File: src/rtl/calc_pkg.sv
// Shared types for the round-robin calc scheduler: op codes, FSM states, data width.
package calc_pkg;

    localparam int DW = 8;

    typedef enum logic [1:0] {
        OP_ADD3 = 2'b00,
        OP_SUBA = 2'b01,
        OP_SUBB = 2'b10,
        OP_SUBC = 2'b11
    } op_t;

    typedef enum logic [1:0] {
        IDLE = 2'b00,
        EXEC = 2'b01,
        RESP = 2'b10
    } state_t;

endpackage

File: src/rtl/rr_arbiter.sv
// Round-robin grant: first asserted request at or above the pointer, wrapping to 0.
module rr_arbiter #(
    parameter int NREQ = 4,
    parameter int IDW  = 2
) (
    input  logic [NREQ-1:0] i_req,
    input  logic [IDW-1:0]  i_ptr,
    output logic [NREQ-1:0] o_gnt,
    output logic [IDW-1:0]  o_idx,
    output logic            o_any
);

    logic [IDW:0]   w_pos_ext;
    logic [IDW-1:0] w_pos;

    always_comb begin
        o_gnt     = '0;
        o_idx     = '0;
        o_any     = 1'b0;
        w_pos_ext = '0;
        w_pos     = '0;
        for (int k = 0; k < NREQ; k++) begin
            // (ptr + k) mod NREQ without a divider; ptr is always < NREQ
            w_pos_ext = {1'b0, i_ptr} + (IDW+1)'(k);
            if (w_pos_ext >= (IDW+1)'(NREQ)) begin
                w_pos_ext = w_pos_ext - (IDW+1)'(NREQ);
            end
            w_pos = w_pos_ext[IDW-1:0];
            if (!o_any && i_req[w_pos]) begin
                o_gnt[w_pos] = 1'b1;
                o_idx        = w_pos;
                o_any        = 1'b1;
            end
        end
    end

endmodule

File: src/rtl/calc_rr_sched.sv
// Shares one 3-operand calc datapath between NREQ requesters, one op in flight at a time.
// Optional per-requester completion counters enabled by CALC_RR_SCHED_STATS_EN.
module calc_rr_sched
    import calc_pkg::*;
#(
    parameter int NREQ = 4,
    parameter int IDW  = 2
) (
    input  logic               clk,
    input  logic               rst,
    input  logic [NREQ-1:0]    req_valid,
    output logic [NREQ-1:0]    req_ready,
    input  logic [DW*NREQ-1:0] req_a,
    input  logic [DW*NREQ-1:0] req_b,
    input  logic [DW*NREQ-1:0] req_c,
    input  logic [2*NREQ-1:0]  req_op,
    output logic [DW-1:0]      calc_a,
    output logic [DW-1:0]      calc_b,
    output logic [DW-1:0]      calc_c,
    output logic [1:0]         calc_op,
    input  logic [DW-1:0]      calc_r,
    output logic               resp_valid,
    input  logic               resp_ready,
    output logic [IDW-1:0]     resp_id,
    output logic [DW-1:0]      resp_data,
    output logic               busy
`ifdef CALC_RR_SCHED_STATS_EN
    ,
    output logic [NREQ*16-1:0] grant_cnt,
    input  logic               stats_clr
`endif
);

    state_t          r_state;
    state_t          w_next;
    logic [IDW-1:0]  r_ptr;
    logic [DW-1:0]   r_calc_a;
    logic [DW-1:0]   r_calc_b;
    logic [DW-1:0]   r_calc_c;
    op_t             r_calc_op;
    logic [IDW-1:0]  r_resp_id;
    logic [DW-1:0]   r_resp_data;
    logic [NREQ-1:0] w_gnt;
    logic [IDW-1:0]  w_idx;
    logic            w_any;
    logic            w_take;
    logic            w_done;

    rr_arbiter #(.NREQ(NREQ), .IDW(IDW)) u_arb (
        .i_req (req_valid),
        .i_ptr (r_ptr),
        .o_gnt (w_gnt),
        .o_idx (w_idx),
        .o_any (w_any)
    );

    always_ff @(posedge clk or posedge rst) begin
        if (rst) r_state <= IDLE;
        else     r_state <= w_next;
    end

    // Handshake is combinational: ready is the live grant while idle.
    always_comb begin
        w_next     = r_state;
        req_ready  = '0;
        resp_valid = 1'b0;
        busy       = 1'b1;
        w_take     = 1'b0;
        w_done     = 1'b0;
        case (r_state)
            IDLE: begin
                busy      = 1'b0;
                req_ready = rst ? '0 : w_gnt;
                w_take    = w_any;
                if (w_any) w_next = EXEC;
            end
            EXEC: w_next = RESP;
            RESP: begin
                resp_valid = 1'b1;
                w_done     = resp_ready;
                if (resp_ready) w_next = IDLE;
            end
            default: w_next = IDLE;
        endcase
    end

    always_ff @(posedge clk or posedge rst) begin
        if (rst) begin
            r_ptr       <= '0;
            r_calc_a    <= '0;
            r_calc_b    <= '0;
            r_calc_c    <= '0;
            r_calc_op   <= OP_ADD3;
            r_resp_id   <= '0;
            r_resp_data <= '0;
        end else begin
            if (w_take) begin
                r_calc_a  <= req_a[DW*w_idx +: DW];
                r_calc_b  <= req_b[DW*w_idx +: DW];
                r_calc_c  <= req_c[DW*w_idx +: DW];
                r_calc_op <= op_t'(req_op[2*w_idx +: 2]);
                r_resp_id <= w_idx;
                r_ptr     <= (w_idx == IDW'(NREQ-1)) ? '0 : w_idx + 1'b1;
            end
            if (r_state == EXEC) begin
                r_resp_data <= calc_r;
            end
        end
    end

    assign calc_a    = r_calc_a;
    assign calc_b    = r_calc_b;
    assign calc_c    = r_calc_c;
    assign calc_op   = r_calc_op;
    assign resp_id   = r_resp_id;
    assign resp_data = r_resp_data;

`ifdef CALC_RR_SCHED_STATS_EN
    logic [15:0] r_cnt [NREQ];

    for (genvar gi = 0; gi < NREQ; gi++) begin : g_cnt
        // Clear has priority over a coincident completion.
        always_ff @(posedge clk or posedge rst) begin
            if (rst) begin
                r_cnt[gi] <= '0;
            end else if (stats_clr) begin
                r_cnt[gi] <= '0;
            end else if (w_done && (r_resp_id == IDW'(gi)) && (r_cnt[gi] != 16'hFFFF)) begin
                r_cnt[gi] <= r_cnt[gi] + 16'd1;
            end
        end
        assign grant_cnt[16*gi +: 16] = r_cnt[gi];
    end
`endif

endmodule
File: config.mk
export PLATFORM = sky130hd
export DESIGN_NAME = calc_rr_sched
export DESIGN_NICKNAME = d
export VERILOG_FILES = /design/src/rtl/calc_pkg.sv /design/src/rtl/rr_arbiter.sv /design/src/rtl/calc_rr_sched.sv
export SDC_FILE = /design/constraint.sdc
export NUM_CORES = 1
export LEC_CHECK = 0
export BUFFER_PORTS_ARGS = -buffer_cell sky130_fd_sc_hd__clkbuf_2
export CAP_MARGIN = 40
export CORE_UTILIZATION = 50
export CTS_BUF_LIST = sky130_fd_sc_hd__clkbuf_4 sky130_fd_sc_hd__clkbuf_8 sky130_fd_sc_hd__clkbuf_16
export DETAILED_ROUTE_END_ITERATION = 8
export HOLD_SLACK_MARGIN = 0.05
export PLACE_DENSITY_LB_ADDON = 0.15
export SLEW_MARGIN = 5
export SYNTH_ARGS = -nofsm -noshare
export SYNTH_HDL_FRONTEND = slang
export SYNTH_SLANG_ARGS = --single-unit
File: constraint.sdc
create_clock -name clk -period 7.5 [get_ports clk]
set_input_delay 0.375 -clock clk [delete_from_list [all_inputs] [get_ports clk]]
set_output_delay 0.375 -clock clk [all_outputs]
set_load 0.02 [all_outputs]
==> results.md <==
Clocking:
- The tree is rooted in a clkbuf_8.
- After clock tree synthesis, the flow added hold-fix buffers numbering 0.
- The post-cts resize count is 0.
- The later pin in the worst-skew pair is clocked with a latency of 290 ps.
- The longest clock path from root to sink contains 2 buffers.
- The number of clock buffers inserted by TritonCTS is 5.
- The clock tree synthesis step divided the H-tree into 2 levels.
- The CTS sink count is 40.
- The buffers inserted during post-CTS setup optimization is 0.
- After clock tree synthesis, the clock-pin slew on the worst setup and hold paths is 80 ps.
- TritonCTS built the clock tree.

Cells and area:
- The final design utilization is 67.90%.
- The multi-input logic area is 1824 µm².
- Fill cells in the final layout number 518.
- The sequential cell area is 1001 µm².
- The total inserted antenna cells is 0.
- The final net count is 594.
- The share of post-route cells with drive strength above 1 is 52.78%.
- In the layout the commonest cells are 160 x clkbuf_2, 45 x nor2_1, 40 x dfrtp_1.
- Leaving out fill and tap cells, the most frequent cell in the layout is clkbuf_2.
- The finished layout holds 543 standard cells, fillers aside.
- The synthesis-to-layout area growth is 29.80%.

Die:
- The initialized floorplan defines 28 standard-cell rows.
- The floorplan die height is 80.94 µm.
- The placeable core region is 5956 µm².
- The die covers 6550 µm².
- Once the floorplan was initialized, standard cells occupied 52.31% of the core.
- The chip width is 80.94 µm.
- The count of pins on the block boundary is 161.

STA:
- Setup slack on the critical path of the routed design comes to 2864 ps.
- The headroom to the max-slew limit is 43.28%.
- The clock arrives with 7.730 ps of skew.
- The count of final max-slew check failures is 0.
- The number of hold-slack violations in the final timing report is 0.
- Based on the critical path, the design can be clocked at up to 0.2157 GHz.
- The fraction of the cycle the final worst path needs is 61.81%.
- Setup repair after global routing left no endpoint under its margin.
- The setup TNS after final layout is 0 ps.
- The routed design could run at a clock period as short as 4636 ps.
- The number of setup violations in the final report is 0.
- The actual slew at the worst max-slew pin is 832.9 ps.

Synth:
- For this run, asynchronously set or reset flops after synthesis account for 100.0%.
- Synthesis produced a netlist whose cell count is 321.
- The cell area after synthesis is 3115 µm².
- The number of different library cells used by synthesis comes to 40.
- The synthesized design contains 0 enable-type register cells.
- The primary flip-flop cell chosen by synthesis mapping is dfrtp_1.
- After synthesis the netlist holds a flip-flop and latch count of 40.
- The number of nets in the synthesized netlist is 448.
- For this run, the number of Yosys warnings is 0.
- The sequential-to-total area share from yosys stat is 32.13%.
- The average footprint of a synthesized cell is 9.706 µm².

GRT:
- The number of global-route vias before repair is 2679.
- The global-route usage over all layers is 24.43%.
- The initial antenna violation count is 0.
- The total overflow left after global routing is 0.
- The first global-routing pass estimated 12.45 mm of wire.
- The pin count of the biggest net entering global routing is 41.

Worst setup path:
- The cell family contributing the most delay on the critical path is buffers and inverters.
- The count of cells along the worst register-to-register path is 10.
- The largest single stage delay on the critical path is 800 ps.
- The worst setup path is launched from a flip-flop.
- Along the worst path, the maximum fanout reaches 29.
- The arrival time of the worst setup path is 4790 ps.
- The type of destination of the critical path is a flip-flop.
- The worst endpoint required time is 7660 ps.
- The origin of the critical flop-to-flop path is r_ptr[0].
- The setup check on the worst reg-to-reg path leaves a slack of 2860 ps.
- The standard cell with the maximum stage delay on the critical path is dfrtp_1.
- The critical path contains buffers and inverters numbering 3 combined.
- The worst register-to-register path ends at calc_c[1].
- Traced cell by cell, the critical path runs through inv_2 -> ha_1 -> mux2_1 -> a32o_1 -> o311a_1 -> buf_8 -> nor2b_4 -> buf_4 -> mux2i_1 -> a211oi_2.
- The type of the worst setup path is reg2reg.

Power:
- Summed over all cells, the static leakage comes to 0.002105 µW.
- The worst-case IR drop observed on VDD is 255.6 µV.
- The total power per unit cell area is 522.7 nW/µm².

Flow run:
- The number of violations of the max-capacitance limit is 0.

Routing:
- Using the TritonRoute via totals, the vias-per-cell ratio works out to 5.459.
- Once detail routing completed, the nets flagged for antenna violations numbered 0.
- The number of DRC violations after detailed-routing iteration 0 is 123.
- The via total after detailed routing is 2964.
- Wires add up to 8.153 mm.
- Dividing the detail-routed wire length by the instance count gives 15.01 µm.
- For this run, design rule violations remaining after detail routing come to 0.
- The pre-antenna-repair detailed-routing pass consisted of 4 iterations.

Placed design:
- Counting tap cells, the placed design contains a total of 535 instances.
- The HPWL after detailed placement is 6.122 mm.
- Routability-driven placement finished with a final weighted congestion of 0.8316.
- Before CTS, the worst setup slack after placement is 2870 ps.
- The count of buffers added on input and output ports is 160.

Min path:
- The type of the most critical hold path is in2async.

Run status:
- The run finished with clean final reports.
==> flip-flops by register name, summed over array words and instances, names as in the netlist <==
| register | flops |
|---|---|
| calc_op | 2 |
| r_state | 2 |
| calc_a | 8 |
| calc_b | 8 |
| resp_data | 8 |
| resp_id | 2 |
| calc_c | 8 |
| r_ptr | 2 |
==> final cells by class <==
type | instances | share of cell area (%)
inverter | 32 | 2.970
tap | 75 | 2.321
sequential | 40 | 24.75
timing repair buffer | 166 | 22.09
clock buffer | 6 | 1.887
multi-input combinational | 222 | 45.11
clock inverter | 2 | 0.8663
==> synthesized netlist by cell type, types with 3 or more instances <==
cell type  count  area share, %
dfrtp_1       40             32
nor3_1         3           0.48
a22oi_1        4           0.96
nor2_1        45            5.4
buf_2          7            1.1
o221a_2       26            9.4
mux2i_1       26            8.4
ha_1           8            3.2
mux2_2         9            3.3
inv_1         31            3.7
nand2_1       31            3.7
a211oi_2      26             10
clkbuf_1      13            1.6
a221oi_1       4            1.1
o21ai_0        7            1.1
buf_12         3            1.9
mux4_2         3            2.2
a21oi_1        5           0.80
==> cells by family after synthesis <==
kind of cell | after synthesis | share of synthesized area [%]
AO/OA/AOI/OAI | 78 | 25.78
XOR/XNOR | 2 | 0.8034
adder cells (fa/ha/maj) | 8 | 3.213
buffers and inverters | 59 | 9.678
flip-flops | 40 | 32.13
multiplexers | 41 | 15.22
AND/OR/NAND/NOR | 93 | 13.17
==> where the power goes <==
group          internal [µW]  leakage, µW  switching [µW]  total [µW]
clock                    102    0.0000586            77.5         180
combinational            644      0.00160             872        1520
sequential               334     0.000451            83.9         418
total                   1080      0.00210            1030        2110
==> worst reg2reg max path, delay by kind of cell (launching register included) <==
kind            cells  cell delay (ps)
buf+inv             3              990
compound gates      3              930
flops               1              800
mux                 2              650
fa+ha+maj           1              590
simple gates        1              570
==> routing by layer <==
| layer | track usage [%] | share of wire (%) | routed length (µm) | vias to the layer above |
|---|---|---|---|---|
| met5 | 0 | 0 | 0 | - |
| met4 | 7.143 | 1.5 | 120 | 0 |
| met3 | 4.045 | 6.6 | 541 | 13 |
| met2 | 40.92 | 49 | 4012 | 131 |
| met1 | 32.17 | 43 | 3478 | 1380 |
| li1 | - | - | - | 1440 |
==> worst max path at each step <==
stage | start | endpoint | slack [ps] | cells after the start
floorplan | r_ptr[1] | calc_a[5] | 4500 | 12
global placement | r_ptr[0] | calc_a[7] | 2940 | 9
detailed placement | r_ptr[0] | calc_c[0] | 2870 | 10
CTS | r_ptr[0] | calc_c[0] | 2860 | 10
global route | r_ptr[0] | calc_c[1] | 2530 | 10
finish | r_ptr[0] | calc_c[1] | 2860 | 10
==> stage by stage <==
step,instance area (µm²),hold slack (ps),total power (µW)
floorplan,3115,482.6,1670
global placement,3862,486.0,1843
detailed placement,3933,492.2,1950
CTS,4044,204.8,2130
global route,4044,232.6,2279
finish,4044,194.4,2114
(Power assumes the default switching activity.)
